--- src/rtl/vga_pkg.sv ---
// Shared VGA 640x480@60 timing constants, frame-buffer geometry and colour
// constants used by both the scan-out path and the game FSM.
package vga_pkg;

   localparam int unsigned H_ACT  = 640;
   localparam int unsigned H_FP   = 16;
   localparam int unsigned H_SYNC = 96;
   localparam int unsigned H_BP   = 48;
   localparam int unsigned H_TOT  = H_ACT + H_FP + H_SYNC + H_BP;

   localparam int unsigned V_ACT  = 480;
   localparam int unsigned V_FP   = 10;
   localparam int unsigned V_SYNC = 2;
   localparam int unsigned V_BP   = 33;
   localparam int unsigned V_TOT  = V_ACT + V_FP + V_SYNC + V_BP;

   localparam int unsigned FB_W = 176;
   localparam int unsigned FB_H = 120;

   localparam int unsigned CNT_W = 10;

   localparam logic [2:0] colour_object = 3'b111;
   localparam logic [2:0] colour_screen = 3'b000;

   typedef struct packed {
      logic hsync;
      logic vsync;
      logic de;
      logic win;
      logic first;
   } ctl_t;

   localparam ctl_t CTL_IDLE = '{hsync: 1'b1, vsync: 1'b1, de: 1'b0, win: 1'b0, first: 1'b0};

endpackage

--- src/rtl/vga_timing.sv ---
// Free-running 800x525 pixel/line counters with raw (unregistered) sync and
// active-video decode for 640x480@60.
module vga_timing
   import vga_pkg::*;
(
   input  logic             clk,
   input  logic             rst,
   output logic [CNT_W-1:0] hcnt,
   output logic [CNT_W-1:0] vcnt,
   output logic             hsync_raw,
   output logic             vsync_raw,
   output logic             de_raw
);

   always_ff @(posedge clk) begin
      if (!rst) begin
         hcnt <= '0;
         vcnt <= '0;
      end else if (hcnt == CNT_W'(H_TOT - 1)) begin
         hcnt <= '0;
         vcnt <= (vcnt == CNT_W'(V_TOT - 1)) ? '0 : vcnt + CNT_W'(1);
      end else begin
         hcnt <= hcnt + CNT_W'(1);
      end
   end

   always_comb begin
      hsync_raw = !((hcnt >= CNT_W'(H_ACT + H_FP)) && (hcnt < CNT_W'(H_ACT + H_FP + H_SYNC)));
      vsync_raw = !((vcnt >= CNT_W'(V_ACT + V_FP)) && (vcnt < CNT_W'(V_ACT + V_FP + V_SYNC)));
      de_raw    = (hcnt < CNT_W'(H_ACT)) && (vcnt < CNT_W'(V_ACT));
   end

endmodule

--- src/rtl/vga_fb_scanout.sv ---
// Frame-buffer read side: scaled multiplier-free address generation, 2-stage
// control delay matched to the 1-cycle RAM, and registered VGA pins.
module vga_fb_scanout
   import vga_pkg::*;
#(
   parameter int unsigned     AW         = 15,
   parameter int unsigned     DW         = 3,
   parameter int unsigned     FB_W       = 176,
   parameter int unsigned     FB_H       = 120,
   parameter int unsigned     SCALE_X    = 3,
   parameter int unsigned     SCALE_Y    = 4,
   parameter logic [DW-1:0]   BORDER_RGB = 3'b001
)(
   input  logic          clk,
   input  logic          rst,
   output logic [AW-1:0] mem_px_addr,
   input  logic [DW-1:0] mem_px_data,
   output logic          vga_hsync,
   output logic          vga_vsync,
   output logic [DW-1:0] vga_rgb,
   output logic          vga_de,
   output logic          frame_start
);

   localparam int unsigned WIN_W = FB_W * SCALE_X;
   localparam int unsigned WIN_H = FB_H * SCALE_Y;
   localparam int unsigned SXW   = (SCALE_X > 1) ? $clog2(SCALE_X) : 1;
   localparam int unsigned SYW   = (SCALE_Y > 1) ? $clog2(SCALE_Y) : 1;
   localparam int unsigned CW    = $clog2(FB_W + 1);

   logic [CNT_W-1:0] hcnt, vcnt, h_next, v_next;
   logic             hsync_raw, vsync_raw, de_raw;
   logic             line_end, frame_end, win, win_next;
   logic [SXW-1:0]   sx, sx_n;
   logic [SYW-1:0]   sy, sy_n;
   logic [CW-1:0]    col, col_n;
   logic [AW-1:0]    row_base, row_base_n;
   ctl_t             ctl0, ctl1;

   vga_timing u_timing (
      .clk       (clk),
      .rst       (rst),
      .hcnt      (hcnt),
      .vcnt      (vcnt),
      .hsync_raw (hsync_raw),
      .vsync_raw (vsync_raw),
      .de_raw    (de_raw)
   );

   always_comb begin
      line_end  = (hcnt == CNT_W'(H_TOT - 1));
      frame_end = line_end && (vcnt == CNT_W'(V_TOT - 1));
      h_next    = line_end ? '0 : hcnt + CNT_W'(1);
      v_next    = line_end ? (frame_end ? '0 : vcnt + CNT_W'(1)) : vcnt;
      win       = (hcnt < CNT_W'(WIN_W)) && (vcnt < CNT_W'(WIN_H));
      win_next  = (h_next < CNT_W'(WIN_W)) && (v_next < CNT_W'(WIN_H));
      ctl0      = '{hsync: hsync_raw, vsync: vsync_raw, de: de_raw, win: win,
                    first: (hcnt == '0) && (vcnt == '0)};
   end

   // sx/col/sy/row_base describe the pixel currently in stage 0; *_n is the next pixel
   always_comb begin
      sx_n       = sx;
      col_n      = col;
      sy_n       = sy;
      row_base_n = row_base;
      if (line_end) begin
         sx_n  = '0;
         col_n = '0;
         if (frame_end) begin
            sy_n       = '0;
            row_base_n = '0;
         end else if (vcnt < CNT_W'(WIN_H)) begin
            if (sy == SYW'(SCALE_Y - 1)) begin
               sy_n       = '0;
               row_base_n = row_base + AW'(FB_W);
            end else begin
               sy_n = sy + SYW'(1);
            end
         end
      end else if (hcnt < CNT_W'(WIN_W)) begin
         if (sx == SXW'(SCALE_X - 1)) begin
            sx_n  = '0;
            col_n = col + CW'(1);
         end else begin
            sx_n = sx + SXW'(1);
         end
      end
   end

   // The address is built from next-pixel state so it is presented in the same
   // cycle as its pixel's counters; the RAM's read cycle then lines up with stage 1.
   always_ff @(posedge clk) begin
      if (!rst) begin
         sx          <= '0;
         col         <= '0;
         sy          <= '0;
         row_base    <= '0;
         mem_px_addr <= '0;
      end else begin
         sx       <= sx_n;
         col      <= col_n;
         sy       <= sy_n;
         row_base <= row_base_n;
         if (win_next) begin
            mem_px_addr <= row_base_n + AW'(col_n);
         end
      end
   end

   always_ff @(posedge clk) begin
      if (!rst) begin
         ctl1        <= CTL_IDLE;
         vga_hsync   <= 1'b1;
         vga_vsync   <= 1'b1;
         vga_de      <= 1'b0;
         vga_rgb     <= '0;
         frame_start <= 1'b0;
      end else begin
         ctl1        <= ctl0;
         vga_hsync   <= ctl1.hsync;
         vga_vsync   <= ctl1.vsync;
         vga_de      <= ctl1.de;
         vga_rgb     <= ctl1.de ? (ctl1.win ? mem_px_data : BORDER_RGB) : '0;
         frame_start <= ctl1.first;
      end
   end

endmodule
--- config.mk ---
export PLATFORM = sky130hd
export DESIGN_NAME = vga_fb_scanout
export DESIGN_NICKNAME = d
export VERILOG_FILES = /design/src/rtl/vga_pkg.sv /design/src/rtl/vga_timing.sv /design/src/rtl/vga_fb_scanout.sv
export SDC_FILE = /design/constraint.sdc
export NUM_CORES = 1
export LEC_CHECK = 0
export ABC_AREA = 1
export BUFFER_PORTS_ARGS = -buffer_cell sky130_fd_sc_hd__buf_2
export CELL_PAD_IN_SITES_DETAIL_PLACEMENT = 0
export CELL_PAD_IN_SITES_GLOBAL_PLACEMENT = 1
export CORE_MARGIN = 2
export CORE_UTILIZATION = 47
export DETAILED_ROUTE_END_ITERATION = 8
export PLACE_DENSITY_LB_ADDON = 0.2
export SETUP_SLACK_MARGIN = 0.3
export SLEW_MARGIN = 20
export SYNTH_ARGS = -nofsm -noshare
export SYNTH_HDL_FRONTEND = slang
export SYNTH_HIERARCHICAL = 1
export SYNTH_SLANG_ARGS = --single-unit
--- constraint.sdc ---
create_clock -name clk -period 7 [get_ports clk]
set_input_delay 0.35 -clock clk [delete_from_list [all_inputs] [get_ports clk]]
set_output_delay 0.35 -clock clk [all_outputs]
set_load 0.01 [all_outputs]
### After elaboration in Yosys (flattened, before gate mapping)

Index checks and enable logic that the tools add are counted.

| word-level totals | value |
|---|---|
| flip-flop bits (word level) | 74 |
| latch bits | 0 |
| ROM bits | 0 |
| memory bits (writable) | 0 |
| memories | 0 |
| input bits | 5 |

| cells by class | value |
|---|---|
| $mul | 0 |
| mux-type cells | 16 |
| shift-type cells | 0 |
| eq/ne operators | 4 |
| div/mod/pow operators | 0 |
| $lt $le $gt $ge | 9 |
| add/sub/neg operators | 7 |
| bitwise gates (word level) | 1 |
| reductions and logical operators | 16 |

Operators with widths:

| operator | count |
|---|---|
| 15-bit two-way mux | 4 |
| 10-bit less-than comparator, second input constant | 4 |
| 10-bit two-way mux | 4 |
| 10-bit by 9-bit less-than comparator with 1-bit output, second input constant | 3 |
| 8-bit two-way mux | 3 |
| 10-bit by 1-bit adder with 10-bit output, second input constant | 2 |
| 10-bit equality test, second input constant | 2 |
| 10-bit zero test | 2 |
| 15-bit by 8-bit adder with 15-bit output | 1 |
| 15-bit by 8-bit adder with 15-bit output, second input constant | 1 |
| 10-bit >= comparator, second input constant | 1 |
| 10-bit by 9-bit >= comparator with 1-bit output, second input constant | 1 |
| 8-bit by 1-bit adder with 8-bit output, second input constant | 1 |
| 2-bit two-way mux | 4 |
| 1-bit logical AND | 7 |
| 2-bit by 1-bit adder with 2-bit output, second input constant | 2 |
| 2-bit equality test, second input constant | 2 |
| 2-bit AND reduction | 2 |
| 3-bit AND reduction | 1 |
| 1-bit zero test | 2 |
| 2-bit nonzero test | 1 |
| 2-bit OR reduction | 1 |
| 1-bit two-way mux | 1 |
| 1-bit inverter | 1 |

### Longest topological paths before layout

Gate-level depths: netlist (run 1).

| logic depth | value |
|---|---|
| word-level depth | 6 |
| mapped depth | 22 |

### Hierarchy

The synthesis (run 1) kept the hierarchy.

Modules (own cells, without submodules):

| module | times used | area each (um^2) | cells an instance | sequential area each (um^2) |
|---|---|---|---|---|
| vga_fb_scanout | 1 | 3,049.2 | 448 | 1,081.0 |
| vga_timing | 1 | 1,181.1 | 172 | 400.4 |

### Worst setup path before layout (run 1)

No wires, ideal clock.

| timing path | value |
|---|---|
| kind | reg-to-reg |
| from | reg u_timing.hcnt[7] |
| to | reg mem_px_addr[12] |
| arrival | 2.919 ns |
| clock period less this slack | 3.028 ns |
| data required time | 6.891 ns |
| library setup time | 0.109 ns |
| path slack | 3.972 ns |
| path buffers | 2 |
| cell stages (with the launch flop) | 20 |
| cells stage by stage | dfxtp_1 -> nor2_2 -> nand3_1 -> nor2_4 -> nand2_1 -> buf_4 -> inv_1 -> buf_2 -> nor2_1 -> ha_1 -> inv_1 -> fa_1 -> o21ai_0 -> a21oi_1 -> nor2_2 -> nand2_1 -> nand2_1 -> nand3_1 -> nand2_1 -> inv_1 |

| on the way | value |
|---|---|
| elaborated cells between the ends (all ways) | 15 |

RTL lines:

| element | line | text |
|---|---|---|
| from (decl) | vga_timing.sv:8 | `output logic [CNT_W-1:0] hcnt,` |
| from (signal assigned) | vga_timing.sv:23 | `hcnt <= hcnt + CNT_W'(1);` |
| 10-bit equality test * | vga_fb_scanout.sv:51 | `line_end = (hcnt == CNT_W'(H_TOT - 1));` |
| 1-bit logical AND | vga_fb_scanout.sv:52 | `frame_end = line_end && (vcnt == CNT_W'(V_TOT - 1));` |
| 15-bit two-way mux | vga_fb_scanout.sv:70 | `if (frame_end) begin` |
| 15-bit two-way mux * | vga_fb_scanout.sv:67 | `if (line_end) begin` |
| net row_base_n[0] | vga_fb_scanout.sv:37 | `logic [AW-1:0] row_base, row_base_n;` |
| 15-bit by 8-bit adder with 15-bit output * | vga_fb_scanout.sv:106 | `mem_px_addr <= row_base_n + AW'(col_n);` |
| to (signal assigned) | vga_fb_scanout.sv:106 |  |
| to (decl) | vga_fb_scanout.sv:16 | `output logic [AW-1:0] mem_px_addr,` |

The timed path passes the listed nets; every way through them passes the cells marked *.
A chain may end at the register's enable or synchronous reset.

### Final worst setup path (run 1)

| timing path | value |
|---|---|
| from | reg u_timing.hcnt[8] |
| to | reg mem_px_addr[13] |

Same word-level chain as after synthesis.

==> impl_results.md, run 1 <==
- Area leader, netlist: dfxtp_1
- Clock Tree Buf Depth: 2
- DP HPWL: about 6900 um
- Sequential fraction of the synthesis area: 0.350
- Via density: approximately 5.0
- CP endpoint kind: register
- Post-route cell area: approximately 0.0047 mm^2
- Post-layout min period: just under 4000 ps
- Setup violations, final: 0
- Reg2reg start: u_timing/hcnt[8]
- Largest net degree at the start of global routing: 31
- Peak VDD IR: between 0.09 and 0.1 mV
- Placed cell count: around 740
- Routability cong.: a little over 0.9
- Hold Slack: between 200 and 250 ps
- Yosys warning count: 6
- EDFF count, synth: 0
- Nets: approximately 670
- Async set-reset flop share out of synthesis: 0
- Row count: 34
- Critical Path End: mem_px_addr[13]
- CP max FO: 16
- PostCTS Resize Cnt: 0
- Worst-Margin Slew: ~1000 ps
- Core Box Area: slightly below 0.009 mm^2
- Gr usage total: 0.204
- DR iter-0 viols: 150
- First-pass GRT wire length: 16400 um
- Yosys cell types: 43
- TritonCTS clock tree: built
- Via count: ~3800
- Worst Reg-to-Reg Cells: 19
- Max-slew headroom: 0.323
- Die area: 0.00978 mm^2
- Dominant cells by area after synthesis: dfxtp_1, nand2_1, inv_1
- Setup TNS: 0 ps
- Fmax: 253 MHz
- CP required: roughly 7300 ps
- # Max-Cap Violations: 0
- Postcts setup bufs: 0
- Avg Cell Area, Syn: around 6.8 um^2
- Most frequent cells in the layout: nand2_1, inv_1, nor2_1
- Slew Limit Fails: 0
- Dpl cell area: about 0.0044 mm^2
- DR WL/cell: 12.4 um
- Yosys reg bits: 74
- Post-route ant nets: 0
- Synth Net Count: about 640
- Hold Fails Final Rpt: 0
- Status: finished clean
- Top cell type's share of synthesized area: 0.350
- R2R Setup Slk: slightly above 3000 ps
- Cell count after synthesis: 620
- Vias in the first global route: 3596
- Antenna violations before repair: 0
- Total gr overflow: 0
- Number of CTS-inserted buffers: 9
- Hold-fix buffers, CTS: 0
- Crit Path Class: register to register
- Crit path DAT: between 4000 and 5000 ps
- CTS sink cnt: 74
- Die width: a little under 100 um
- Mapped Area: 0.00423 mm^2
- RSZ-0062 raised after global routing: false
- Drt pass-1 iters: 4
- ANT cells: 0
- H-tree depth: 3
- CP startpoint: u_timing/hcnt[8]
- Final WL: 9430 um
- Crit start category: register
- Chip Height: between 90 and 100 um
- Worst min path class: primary input to register
- Reg2reg end: mem_px_addr[13]
- Commonest non-fill, non-tap cell in the layout: nand2_1
- PortBufs: 26
- Post-Layout Cell Count: 760
- Layout cells sized above 1: 0.123
- Root buf cell: clkbuf_8
- Synth Flop Type: dfxtp_1
- Clock latency on the worst-skew pair: between 300 and 400 ps
- P per Cell Area: 182 mW/mm^2
- Initial Util: 0.485
- Final Cycle Share: 0.564
- Drt drc: 0
- Worst Skew: between 10 and 15 ps
- Area Overhead vs Synth: 10.2%
- IO Count: 27
- Clock-pin slew on the worst setup and hold paths: 90 ps
- Final core occ: 0.534
- Pleak: 2.19 nW
- Hold_sp: mem_px_data[1]
## sequential cells by signal, summed over array words and instances (netlist names)
name and cells:
mem_px_addr 15, row_base 15, u_timing/hcnt 10, u_timing/vcnt 10
col 8, ctl1 5, vga_rgb 3, sx 2
sy 2, frame_start 1, vga_de 1, vga_hsync 1
vga_vsync 1
## cells by family after synthesis
logic type               synth area share
XOR/XNOR                           0.0248
AND/OR/NAND/NOR                     0.380
flip-flops                          0.350
AO/OA/AOI/OAI                      0.0834
adder cells (fa/ha/maj)            0.0521
buffers and inverters               0.110
## worst max-delay path, stage by stage (launching register included)
cell     delay, ps
dfxtp_1        490
nand2_1         90
inv_1           80
nand3_1        110
nor2_4         290
nand2_1        410
inv_1          490
nor2_1          90
ha_1           360
nand3_1         90
nand3_1        130
inv_1           50
o21ai_0        450
a21oi_1        130
nor2_1         230
nand3_1        110
nand2_1         70
nand3_1         60
nand2_1         70
inv_1           40
## worst min path at each step
stage,endpoint,slack [ps],cells past startpoint
finish,vga_rgb[1],220,3
detailed placement,vga_vsync,400,1
CTS,vga_rgb[1],200,3
global placement,vga_vsync,400,1
global route,vga_rgb[1],230,3
floorplan,frame_start,390,2
## cell usage after synthesis (3+ instances only)
cell,n
a21oi_1,30
nor4_1,12
nand4_1,17
o21ai_1,3
clkbuf_1,4
inv_1,104
inv_2,3
ha_1,16
dfxtp_1,74
nor2_1,92
nand2_2,3
nand3_2,6
or2_2,5
nand3b_1,4
nor2_4,5
o21ai_0,19
nor3_1,22
nand2_1,111
xor2_1,6
nor2_2,11
xnor2_1,6
nand3_1,40
## per-layer routing
metal / vias to the layer above / global-route usage / wire [um]
li1: 2043 / - / -
met3: 10 / 0.0255 / 306
met1: 1705 / 0.285 / 4780
met5: - / 0 / 0
met4: 0 / 0.0643 / 124
met2: 58 / 0.328 / 4220
## area by class of cell
type | count | area [um^2]
multi-input combinational | 429 | 2280
tap | 108 | 135
clock buffer | 10 | 138
clock inverter | 6 | 90.1
sequential | 74 | 1480
timing repair buffer | 26 | 130
fill | 884 | 4060
inverter | 107 | 402
## report_power, final
part / switching (mW) / total, mW / internal, mW / leakage, nW
combinational: 0.0240 / 0.0366 / 0.0126 / 1.47
sequential: 0.00504 / 0.434 / 0.429 / 0.599
clock: 0.167 / 0.378 / 0.211 / 0.112
## stage by stage
step                      total power, mW  worst slack, ps
final                               0.848             3050
after global routing                0.882             2570
after CTS                           0.859             3080
after detailed placement            0.480             3110
after global placement              0.480             3270
after floorplan                     0.469             3970
(Power assumes the default switching activity.)
==> inputs of run 2 (changes only) <==
- ABC_AREA: 1 -> 0
- CORE_UTILIZATION: 47 -> 42
- clock period: 7 -> 3.53 ns (I/O delays scaled with it)
==> run 2 against run 1 <==
Non-clock buffer count rose by 34. Register-to-register slack worse by 2800 ps. Global-route usage is 1.1 points lower. Critical path depth decreased by 6. Synthesized cell count is 29% lower. Hold slack got worse by 150 ps. Die area up 2.5%. Fmax increased by 19%. Worst setup slack lost 2800 ps. Utilization is 2.2 points lower.
==> impl_results.md, run 2 <==
- Status: finished clean
- Avg Cell Area, Syn: 8.75 um^2
- Clock-pin slew on the worst setup and hold paths: 80 ps
- Critical Path, Cell by Cell: or4b_4 > or3_4 > or3_4 > and2_1 > ha_2 > buf_12 > a211oi_4 > o21ai_2 > a211oi_2 > o21bai_1 > nor4b_2 > xnor2_1 > a21oi_2
- Synth Area in Adders: 0.0568
- Pleak: roughly 1.9 nW
- Area Overhead vs Synth: 20.5%
- CP required: 3750 ps
- Core Box Area: 0.00911 mm^2
- Setup TNS: 0 ps
- First-pass GRT wire length: ~15000 um
- Area leader, netlist: dfxtp_1
- Via count: between 3000 and 4000
- Die width: approximately 100 um
- PortBufs: 26
- Hold Path Depth: 2
- Bufs and invs on worst path: 1
- CP max FO: 7
- CP max stage cell: or4b_4
- Clock latency on the worst-skew pair: about 350 ps
- Top cell type's share of synthesized area: 0.382
- Crit path DAT: approximately 3600 ps
- ANT cells: 0
- Most frequent cells in the layout: dfxtp_1, nor2_1, buf_4
- Crit Path Class: register to register
- Routability cong.: around 0.8
- Hold Fails Final Rpt: 0
- DR iter-0 viols: between 80 and 90
- Total gr overflow: 0
- Fillcell total: ~860
- H-tree depth: 3
- Max-slew headroom: 0.438
- Dominant cells by area after synthesis: dfxtp_1, nor2_1, xnor2_1
- Initial Util: 0.426
- Setup violations, final: 0
- Drt pass-1 iters: 4
- Hold Slack: 68.8 ps
- Root buf cell: clkbuf_8
- Row count: 35
- Synth Flop Type: dfxtp_1
- Drt drc: 0
- Worst Skew: 10.5 ps
- Crit start category: register
- Synth Net Count: 465
- P per Cell Area: 323 mW/mm^2
- Fmax: approximately 300 MHz
- Cell count after synthesis: ~440
- Commonest non-fill, non-tap cell in the layout: dfxtp_1
- Largest net degree at the start of global routing: 23
- CP delay by family, top: simple AND/OR/NAND/NOR gates
- EDFF count, synth: 0
- CTS sink cnt: 74
- Nets: 524
- Clock Tree Buf Depth: 2
- R2R Setup Slk: 210 ps
- Sequential fraction of the synthesis area: 0.382
- Post-layout min period: approximately 3300 ps
- DP HPWL: ~6400 um
- # Max-Cap Violations: 0
- Most common cell in the synthesized netlist: dfxtp_1
- CP endpoint kind: register
- Multiplexer share of the synthesized area: 0.0310
- Yosys cell types: slightly above 60
- Final WL: about 8900 um
- Hold Crit Endpoint: vga_rgb[2]
- Yosys reg bits: 74
- Layout cells sized above 1: 0.238
- Hold_sp: mem_px_data[2]
- Die area: between 0.01 and 0.015 mm^2
- Post-route ant nets: 0
- Slew Limit Fails: 0
- Peak VDD IR: ~0.16 mV
- Worst min path class: primary input to register
- Post-route cell area: around 0.0047 mm^2
- XOR/XNOR Fraction of Synth Area: 0.0813
- Async set-reset flop share out of synthesis: 0
- Reg2reg end: mem_px_addr[13]
- Vias in the first global route: 3365
- Worst-Margin Slew: between 800 and 900 ps
- Top Registers: mem_px_addr: 15 flops, row_base: 15 flops
- Delay of the slowest critical-path stage: around 540 ps
- DR WL/cell: about 14 um
- Simple-Gate Fraction of Synth Area: 0.283
- TritonCTS clock tree: built
- Main combinational cell family by area after synthesis: simple AND/OR/NAND/NOR gates
- Final Cycle Share: 0.942
- Number of CTS-inserted buffers: 9
- IO Count: 27
- Post-synth top cells: dfxtp_1, nor2_1, xnor2_1
- Antenna violations before repair: 0
- Via density: approximately 5.4
- Post-synthesis compound-gate area fraction: 0.132
- Reg2reg start: u_timing/hcnt[6]
- RSZ-0062 raised after global routing: true
- Dpl cell area: 0.00428 mm^2
- Crit-path most repeated cell: or3_4
- Worst Reg-to-Reg Cells: 13
- Mapped Area: slightly below 0.004 mm^2
- Chip Height: about 100 um
- Gr usage total: 0.193
- Yosys warning count: 6
## run 2: final cells by class
class                           count  area (um^2)  area share
Multi-Input combinational cell    341         2400       0.515
Tap cell                          111          139      0.0297
Sequential cell                    74         1490       0.320
Clock inverter                      4         27.5     0.00589
Timing Repair Buffer               60          398      0.0852
Clock buffer                       10          149      0.0319
Inverter                           16         60.1      0.0129
## run 2: worst register-to-register path: cells and delay by family, from the launching register on
family,cells,cell delay (ps)
AND/OR/NAND/NOR,5,1610
XOR/XNOR,1,180
buffers and inverters,1,130
AO/OA/AOI/OAI,5,750
adder cells (fa/ha/maj),1,200
flip-flops,1,350
## run 2: what timing repair did
item                                    in CTS  in global routing
hold buffers                                 0                  0
setup buffers                               12                  4
endpoints found under the setup margin       9                  9
gates resized for setup                     14                  5
pin swaps                                   12                 11
## run 2: cells by family after synthesis
family,after synthesis
AOI/OAI and AO/OA,70
xor gates and xnor gates,36
adders and majority gates,17
buffers and inverters,28
DFF,74
muxes,12
and+or+nand+nor,206
## run 2: worst max-delay path by stage
stage | from | endpoint | slack, ps | cells after the start
floorplan | u_timing/hcnt[6] | mem_px_addr[13] | 150 | 14
global placement | u_timing/hcnt[6] | mem_px_addr[12] | 70 | 14
detailed placement | u_timing/hcnt[6] | mem_px_addr[10] | 40 | 14
CTS | u_timing/hcnt[6] | mem_px_addr[10] | 240 | 14
global route | u_timing/hcnt[5] | mem_px_addr[14] | 40 | 15
finish | u_timing/hcnt[6] | mem_px_addr[13] | 210 | 13
## run 2: report_power, final
part | internal (mW) | switching, mW
registers | 0.843 | 0.00814
clock network | 0.289 | 0.315
logic | 0.0218 | 0.0317
total | 1.15 | 0.355
## run 2: per-layer routing
layer  up-vias  part of all wire  global-route usage
met5         -                 0                   0
met4         0             0.026              0.0927
met3        17             0.023              0.0299
met2        44              0.49               0.338
met1      1567              0.46               0.230
li1       1692                 -                   -
## run 2: per-stage QoR
step	cells	setup slack, ps	total power, mW	utilization
3_5_place_dp	586	38.0	0.926	0.470
4_1_cts	612	240	1.53	0.508
3_3_place_gp	586	67.8	0.925	0.470
2_1_floorplan	443	150	0.905	-
6_report	616	205	1.51	0.513
5_1_grt	616	38.7	1.57	0.513
